[config.mk]
export PLATFORM = sky130hd
export DESIGN_NAME = mul_sequencer
export DESIGN_NICKNAME = d
export VERILOG_FILES = /design/src/rtl/mul_sequencer.sv
export SDC_FILE = /design/constraint.sdc
export NUM_CORES = 1
export LEC_CHECK = 0
export ABC_AREA = 1
export CAP_MARGIN = 20
export CORE_MARGIN = 2
export CORE_UTILIZATION = 54
export CTS_CLUSTER_DIAMETER = 50
export DETAILED_ROUTE_END_ITERATION = 7
export PLACE_DENSITY_LB_ADDON = 0.3
export RECOVER_POWER = 50
export SLEW_MARGIN = 15
export SYNTH_ARGS = -nofsm -noshare
export SYNTH_HDL_FRONTEND = slang
export SYNTH_SLANG_ARGS = --single-unit
[constraint.sdc]
create_clock -name clk -period 11.7 [get_ports clk]
set_clock_uncertainty 0.15 [all_clocks]
set_input_delay 2.34 -clock clk [delete_from_list [all_inputs] [get_ports clk]]
set_output_delay 2.34 -clock clk [all_outputs]
set_load 0.05 [all_outputs]
[src/rtl/mul_sequencer.sv]
// Iterative shift-add multiply sequencer for the LEGv8 pipeline.
// Captures the EX-stage operands of a MUL, stalls the front of the pipe while
// it consumes STEP multiplier bits per cycle, then presents the truncated
// product and a writeback enable for one cycle.
module mul_sequencer #(
  parameter int unsigned WIDTH = 64,
  parameter int unsigned STEP  = 4
) (
  input  logic             clk,
  input  logic             reset,
  input  logic             start,
  input  logic             flush,
  input  logic [WIDTH-1:0] op_a,
  input  logic [WIDTH-1:0] op_b,
  input  logic [4:0]       rd_in,
  output logic             stall,
  output logic             busy,
  output logic             done,
  output logic             wr_en,
  output logic [WIDTH-1:0] result,
  output logic [4:0]       rd_out
);

  localparam int unsigned NSTEPS = WIDTH / STEP;
  localparam int unsigned CW     = $clog2(NSTEPS + 1);

  typedef enum logic [1:0] {IDLE, RUN, DONE} state_t;

  state_t           state;
  logic [WIDTH-1:0] aReg;
  logic [WIDTH-1:0] bReg;
  logic [WIDTH-1:0] accReg;
  logic [CW-1:0]    cntReg;
  logic [4:0]       rdReg;
  logic             doneQ;
  logic             wrEnQ;

  logic [WIDTH-1:0] partial;
  logic [WIDTH-1:0] accNext;
  logic [WIDTH-1:0] aNext;
  logic [WIDTH-1:0] bNext;
  logic [CW-1:0]    cntNext;

  // Next-iteration datapath: one STEP-bit digit of the multiplier per cycle.
  always_comb begin
    partial = '0;
    partial = aReg * WIDTH'(bReg[STEP-1:0]);
    accNext = accReg + partial;
    aNext   = aReg << STEP;
    bNext   = bReg >> STEP;
    cntNext = cntReg - CW'(1);
  end

  // Control FSM with captured operands and registered result/writeback.
  always_ff @(posedge clk or posedge reset) begin
    if (reset) begin
      state  <= IDLE;
      aReg   <= '0;
      bReg   <= '0;
      accReg <= '0;
      cntReg <= '0;
      rdReg  <= '0;
      doneQ  <= 1'b0;
      wrEnQ  <= 1'b0;
      result <= '0;
      rd_out <= '0;
    end else begin
      case (state)
        IDLE: begin
          doneQ <= 1'b0;
          wrEnQ <= 1'b0;
          if (start && !flush) begin
            aReg   <= op_a;
            bReg   <= op_b;
            rdReg  <= rd_in;
            accReg <= '0;
            cntReg <= CW'(NSTEPS);
            state  <= RUN;
          end
        end
        RUN: begin
          if (flush) begin
            state <= IDLE;
          end else begin
            accReg <= accNext;
            aReg   <= aNext;
            bReg   <= bNext;
            cntReg <= cntNext;
            // Exit once no multiplier bits remain; the product is final.
            if (cntNext == '0 || bNext == '0) begin
              state  <= DONE;
              result <= accNext;
              rd_out <= rdReg;
              doneQ  <= 1'b1;
              wrEnQ  <= (rdReg != 5'd31);
            end
          end
        end
        DONE: begin
          state <= IDLE;
          doneQ <= 1'b0;
          wrEnQ <= 1'b0;
        end
        default: begin
          state <= IDLE;
          doneQ <= 1'b0;
          wrEnQ <= 1'b0;
        end
      endcase
    end
  end

  // Stall must assert in the accept cycle and drop at once on a flush.
  always_comb begin
    stall = !flush && (((state == IDLE) && start) || (state == RUN));
    busy  = (state != IDLE);
    done  = doneQ && !flush;
    wr_en = wrEnQ && !flush;
  end

endmodule

==> results of run 1 <==
[stage by stage]
| step | setup slack (ns) | std cells | hold slack (ns) |
|---|---|---|---|
| floorplan | 1.63 | 3493 | 0.299 |
| global placement | 3.68 | 4194 | 0.312 |
| detailed placement | 3.69 | 4194 | 0.316 |
| CTS | 3.68 | 4262 | 0.330 |
| global route | 3.05 | 4263 | 0.345 |
| finish | 3.20 | 4265 | 0.319 |
[worst paths after layout]
check                           start  cells past startpoint         end
min in group asynchronous       reset                      2    bReg[55]
hold reg to reg            result[22]                      2  result[22]
setup / recovery                flush                      6       stall
max in group asynchronous       reset                      2     bReg[2]
setup reg to reg              bReg[1]                     17  accReg[30]
hold / removal             result[22]                      2  result[22]
[sequential cells by signal, indices dropped and copies added, names as in the netlist, 2 cells and up]
register and count:
aReg 64, accReg 64, bReg 64, cntReg 5
rdReg 5, rd_out 5, result 64, state 2
[per-layer routing]
metal / up-vias / part of all wire / global-route usage
met4: 6 / 0.030 / 0.0949
met5: - / 0.00065 / 0
met2: 736 / 0.42 / 0.442
met3: 117 / 0.088 / 0.0624
met1: 9980 / 0.46 / 0.429
li1: 10610 / - / -
[tightest hold or removal path: stages (launching register included)]
cell and delay, ns:
dfrtp_1 0.33, nand2_1 0.05, nand2_1 0.05
[cell usage after synthesis]
| cell | instances |
|---|---|
| clkbuf_1 | 52 |
| ha_1 | 69 |
| o21ai_0 | 110 |
| a31oi_1 | 8 |
| o31ai_1 | 1 |
| xor2_2 | 1 |
| and2_1 | 6 |
| dfrtp_1 | 275 |
| nand4_1 | 16 |
| mux2_2 | 5 |
| a21oi_2 | 1 |
| nand3_2 | 1 |
| fa_1 | 182 |
| nor3_2 | 1 |
| xnor2_1 | 20 |
| buf_4 | 22 |
| o21ai_1 | 62 |
| o21bai_1 | 6 |
| inv_1 | 941 |
| o22ai_1 | 13 |
| xor2_1 | 12 |
| a21oi_1 | 39 |
| o211ai_1 | 108 |
| nand2_2 | 2 |
| nand3b_1 | 12 |
| nand2_1 | 1210 |
| nor3_1 | 14 |
| nor2_4 | 2 |
| nand3_1 | 145 |
| nor2_1 | 111 |
| clkbuf_2 | 1 |
| buf_1 | 11 |
| or2_2 | 2 |
| inv_2 | 3 |
| nor4_1 | 3 |
| buf_2 | 23 |
| nor2_2 | 1 |
| buf_6 | 1 |
| nand2_4 | 1 |
[area by class of cell]
cell class	instances	area [um2]	area share
antenna	2	5.00	0.000181
clock buffer	46	1010	0.0365
clock inverter	22	282	0.0102
inverter	944	3540	0.128
multi-input combinational	2164	13000	0.470
sequential	275	6890	0.249
tap	592	741	0.0267
timing repair buffer	220	2210	0.0798
[cell families after synthesis]
group,after synthesis
AO/OA/AOI/OAI,348
adder cells (fa/ha/maj),251
buffers and inverters,1054
XOR/XNOR,33
multiplexers,5
AND/OR/NAND/NOR,1527
flip-flops,275
==> flow_metrics.py, run 1 <==
metrics = {
    "logic_synthesis": {
        "synth_adder_area_share": 0.188,
        "synth_top_family_by_area": "simple AND/OR/NAND/NOR gates",
        "synthCells": 3493,
        "synth_area_leaders": "dfrtp_1 (29%), nand2_1 (19%), fa_1 (15%), inv_1 (15%), ha_1 (3.6%)",
        "synth-seq-cells": 275,
        "synth_area_per_cell_um2": 6.86,
        "synth-xor-area-share": 0.0124,
        "synth_compound_area_frac": 0.0859,
        "synth_area_leader_cell": "dfrtp_1",
        "yosys-mux-area-fraction": 0.00235,
        "ys_seq_area_frac": 0.287,
        "synthSimpleGateAreaFrac": 0.254,
        "syn_area_mm2": 0.0240,
        "ys_warn_count": 0,
        "synth.distinct_cells": 39,
        "syn_nets": 3881,
        "yosysTopAreaCellShare": 0.287,
    },
    "placement": {
        "io_buffer_count": 209,
        "dpl.hpwl_um": 50300,
        "place_area_mm2": 0.0264,
        "gp_congestion": 0.972,
    },
    "global_route": {
        "track_usage": 0.295,
        "antenna_found_initial": 6,
        "grt_max_degree": 238,
        "grt_pass1_wl_um": 108000,
        "grt_pass1_vias": 20989,
        "grt_remaining_overflow": 0,
    },
    "outcome": {
        "violations": "capacitance limit, slew limit",
        "status": "complete, but fails checks",
    },
    "drt": {
        "drc": 0,
        "first_pass_iters": 5,
        "ant_nets": 0,
        "routed_wl_um": 65700,
        "drt_iter0_drc": 1734,
        "via_count": 21449,
        "drt-vias-per-instance": 5.03,
        "wl_per_cell_um": 15.4,
    },
    "clock_network": {
        "clkLatencyLatePin_ns": 0.57,
        "cts_root_buffer": "clkbuf_16",
        "cts_sinks": 275,
        "clk_path_buf_depth": 3,
        "cts_max_level": 2,
        "cts_repair_resize_count": 0,
        "cts_setup_buffers": 0,
        "postCtsHoldBufs": 0,
        "cts_inserted_buffers": 37,
        "clk_pin_slew_ns": 0.05,
        "cts_tree": "yes",
    },
    "worst_setup_path": {
        "path_class": "in2out",
        "crit_family": "buffers and inverters",
        "crit_chain": "dlygate4sd3_1 -> nor2_4 -> buf_4 -> inv_1 -> nand2_8 -> clkdlybuf4s50_1",
        "worst-path-buf-inv": 4,
        "worst_setup_path_start_kind": "input port",
        "rrSetupSlack_ns": 6.82,
        "endpoint_kind": "output port",
        "cpPeakStageDelay_ns": 0.89,
        "path_max_fanout": 80,
        "cp_slowest_cell": "clkdlybuf4s50_1",
        "worstPathRequired_ns": 9.21,
        "arrival_ns": 6.01,
    },
    "cells_and_area": {
        "fillers": 4072,
        "postLayoutCoreUtil": 0.629,
        "design_area_mm2": 0.0277,
        "fin_nets": 4030,
        "mostFrequentLayoutCells": "nand2_1 (1,210), inv_1 (941), dfrtp_1 (271), fa_1 (182), clkdlybuf4s50_1 (178)",
        "area_growth_pct": 15.6,
        "layout_commonest_cell": "nand2_1",
        "drive_above_1_share": 0.0267,
    },
    "sta": {
        "setup-tns-final_ns": 0,
        "clock.fmax_mhz": 118,
        "hold_viol": 0,
        "fin_crit_sh": 0.726,
        "tightest_slew_ns": 5.83,
        "finalSetupViolations": 0,
        "slew_headroom": -2.90,
        "rsz0062_at_grt": "false",
        "period_needed_ns": 8.50,
        "maxSlewViolCount": 131,
    },
    "die": {
        "io-pin-count": 210,
        "die-area_mm2": 0.0461,
        "die_w_um": 215,
        "fp.coreArea_mm2": 0.0440,
        "start_util": 0.544,
        "num_rows": 77,
        "die_y_um": 215,
    },
    "min_path": {
        "hp-class": "reg2reg",
    },
    "flow_run": {
        "max_cap_violations": 1,
    },
}
Power of run 1 is left out: the tool's default activity adds up to more than one toggle a clock period on the data nets, which glitch-free logic cannot reach.
==> run 2: changes to the inputs <==
==> constraint.sdc (replaced) <==
create_clock -name clk -period 8.6 [get_ports clk]
set_clock_uncertainty 0.15 [all_clocks]
set_input_delay 1.72 -clock clk [delete_from_list [all_inputs] [get_ports clk]]
set_output_delay 1.72 -clock clk [all_outputs]
set_load 0.05 [all_outputs]
==> run 2 against run 1 <==
- the flow still finishes with violations (capacitance limit, slew limit)
- critical path depth unchanged
- clock-buffer cell count grew 2
- die area stayed put
- sequential share of layout area is essentially flat
- register-to-register slack got worse by 3.1 ns
- via count is 0.14% higher
- critical path type unchanged
- highest routed layer unchanged
==> flow_metrics.py, run 2 (synthesized netlist as in run 1, its figures left out) <==
metrics = {
    "outcome": {
        "status": "complete, but fails checks",
        "violations": "capacitance limit, slew limit",
    },
    "min_path": {
        "hp-class": "reg2reg",
        "min_from": "result[24]",
        "holdPathStages": 2,
    },
    "cells_and_area": {
        "layout_commonest_cell": "nand2_1",
        "drive_above_1_share": 0.0286,
        "insertedDiodeCount": 0,
        "area_growth_pct": 15.9,
        "fin_nets": 4034,
        "fillers": 4006,
        "layoutNonFillerInstCount": 4268,
        "mostFrequentLayoutCells": "nand2_1 (1,210), inv_1 (941), dfrtp_1 (271), fa_1 (182), clkdlybuf4s50_1 (177)",
    },
    "sta": {
        "maxSlewViolCount": 104,
        "period_needed_ns": 7.02,
        "tightest_slew_ns": 3.36,
        "clock.fmax_mhz": 143,
        "whs_ns": 0.322,
        "finalSetupViolations": 0,
        "rsz0062_at_grt": "false",
        "slew_headroom": -1.24,
        "fin_crit_sh": 0.816,
        "setup_ws_ns": 1.58,
        "setup-tns-final_ns": 0,
        "hold_viol": 0,
    },
    "die": {
        "start_util": 0.544,
        "die_y_um": 215,
        "die_w_um": 215,
        "num_rows": 77,
        "fp.coreArea_mm2": 0.0440,
        "io-pin-count": 210,
        "die-area_mm2": 0.0461,
    },
    "worst_setup_path": {
        "rr_worst_depth": 19,
        "cp-startpoint": "flush",
        "worstPathRequired_ns": 6.73,
        "path_max_fanout": 48,
        "arrival_ns": 5.15,
        "worst_setup_path_start_kind": "input port",
        "path_class": "in2out",
        "endpoint_kind": "output port",
        "r2r-start": "bReg[2]",
    },
    "placement": {
        "place_ws_ns": 2.09,
        "dpl.hpwl_um": 50300,
        "dp.cells": 4197,
        "gp_congestion": 0.993,
        "io_buffer_count": 209,
    },
    "drt": {
        "via_count": 21480,
        "first_pass_iters": 8,
        "ant_nets": 0,
        "drt-vias-per-instance": 5.03,
        "drc": 0,
        "drt_iter0_drc": 1777,
        "routed_wl_um": 65500,
        "wl_per_cell_um": 15.4,
    },
    "global_route": {
        "grt_remaining_overflow": 0,
        "track_usage": 0.293,
        "antenna_found_initial": 4,
        "grt_max_degree": 238,
        "grt_pass1_vias": 20865,
        "grt_pass1_wl_um": 108000,
    },
    "clock_network": {
        "cts_max_level": 2,
        "cts_setup_buffers": 0,
        "clk_path_buf_depth": 3,
        "cts_repair_resize_count": 0,
        "cts_tree": "yes",
        "clk_pin_slew_ns": 0.05,
        "cts_inserted_buffers": 39,
        "postCtsHoldBufs": 0,
        "cts_root_buffer": "clkbuf_16",
        "cts_sinks": 275,
        "clkLatencyLatePin_ns": 0.56,
    },
    "flow_run": {
        "max_cap_violations": 2,
    },
}
==> run 2: cell count changes in the layout (fill, tap and decap cells not counted) <==
cell | previous run | this run
clkinvlp_4 | 1 | 7
clkbuf_8 | 3 | 6
clkinv_2 | 5 | 2
buf_4 | 8 | 10
clkbuf_1 | 5 | 3
clkbuf_16 | 38 | 40
diode_2 | 2 | 0
buf_12 | 3 | 2
bufinv_16 | 4 | 3
clkdlybuf4s50_1 | 178 | 177
dlygate4sd3_1 | 31 | 32
inv_16 | 1 | 0
==> run 2: layer usage <==
metal / GRT usage / vias to the layer above / part of all wire
li1: - / 10624 / -
met1: 0.430 / 9966 / 0.45
met2: 0.439 / 768 / 0.43
met3: 0.0613 / 116 / 0.095
met4: 0.0836 / 6 / 0.027
met5: 0 / - / 0.00064
==> run 2: layout make-up <==
type                            count  area, um2  share of cell area
Sequential cell                   275       6890               0.248
Clock inverter                     23        262             0.00942
Timing Repair Buffer              222       2210              0.0796
Inverter                          944       3540               0.128
Tap cell                          592        741              0.0267
Multi-Input combinational cell   2164      13000               0.469
Clock buffer                       48       1090              0.0393
==> run 2: per-stage QoR <==
stage               area (um2)   util
global placement         26400  0.600
finish                   27800  0.631
global route             27800  0.631
CTS                      27800  0.631
detailed placement       26400  0.600
floorplan                24000      -
==> run 2: path summary, 6_finish.rpt <==
check	end	slack [ns]
max	stall	1.58
min	result[24]	0.32
max reg2reg	accReg[31]	3.68
min reg2reg	result[24]	0.32
max in group asynchronous	result[56]	2.56
min in group asynchronous	bReg[62]	1.89
==> run 2: critical path, cell delays in order <==
cell and delay (ns):
dlygate4sd3_1 0.64, nor2_4 0.12, buf_4 0.54, inv_1 0.73, nand2_8 0.48, clkdlybuf4s50_1 0.87
Power of run 2 is left out for the same reason.
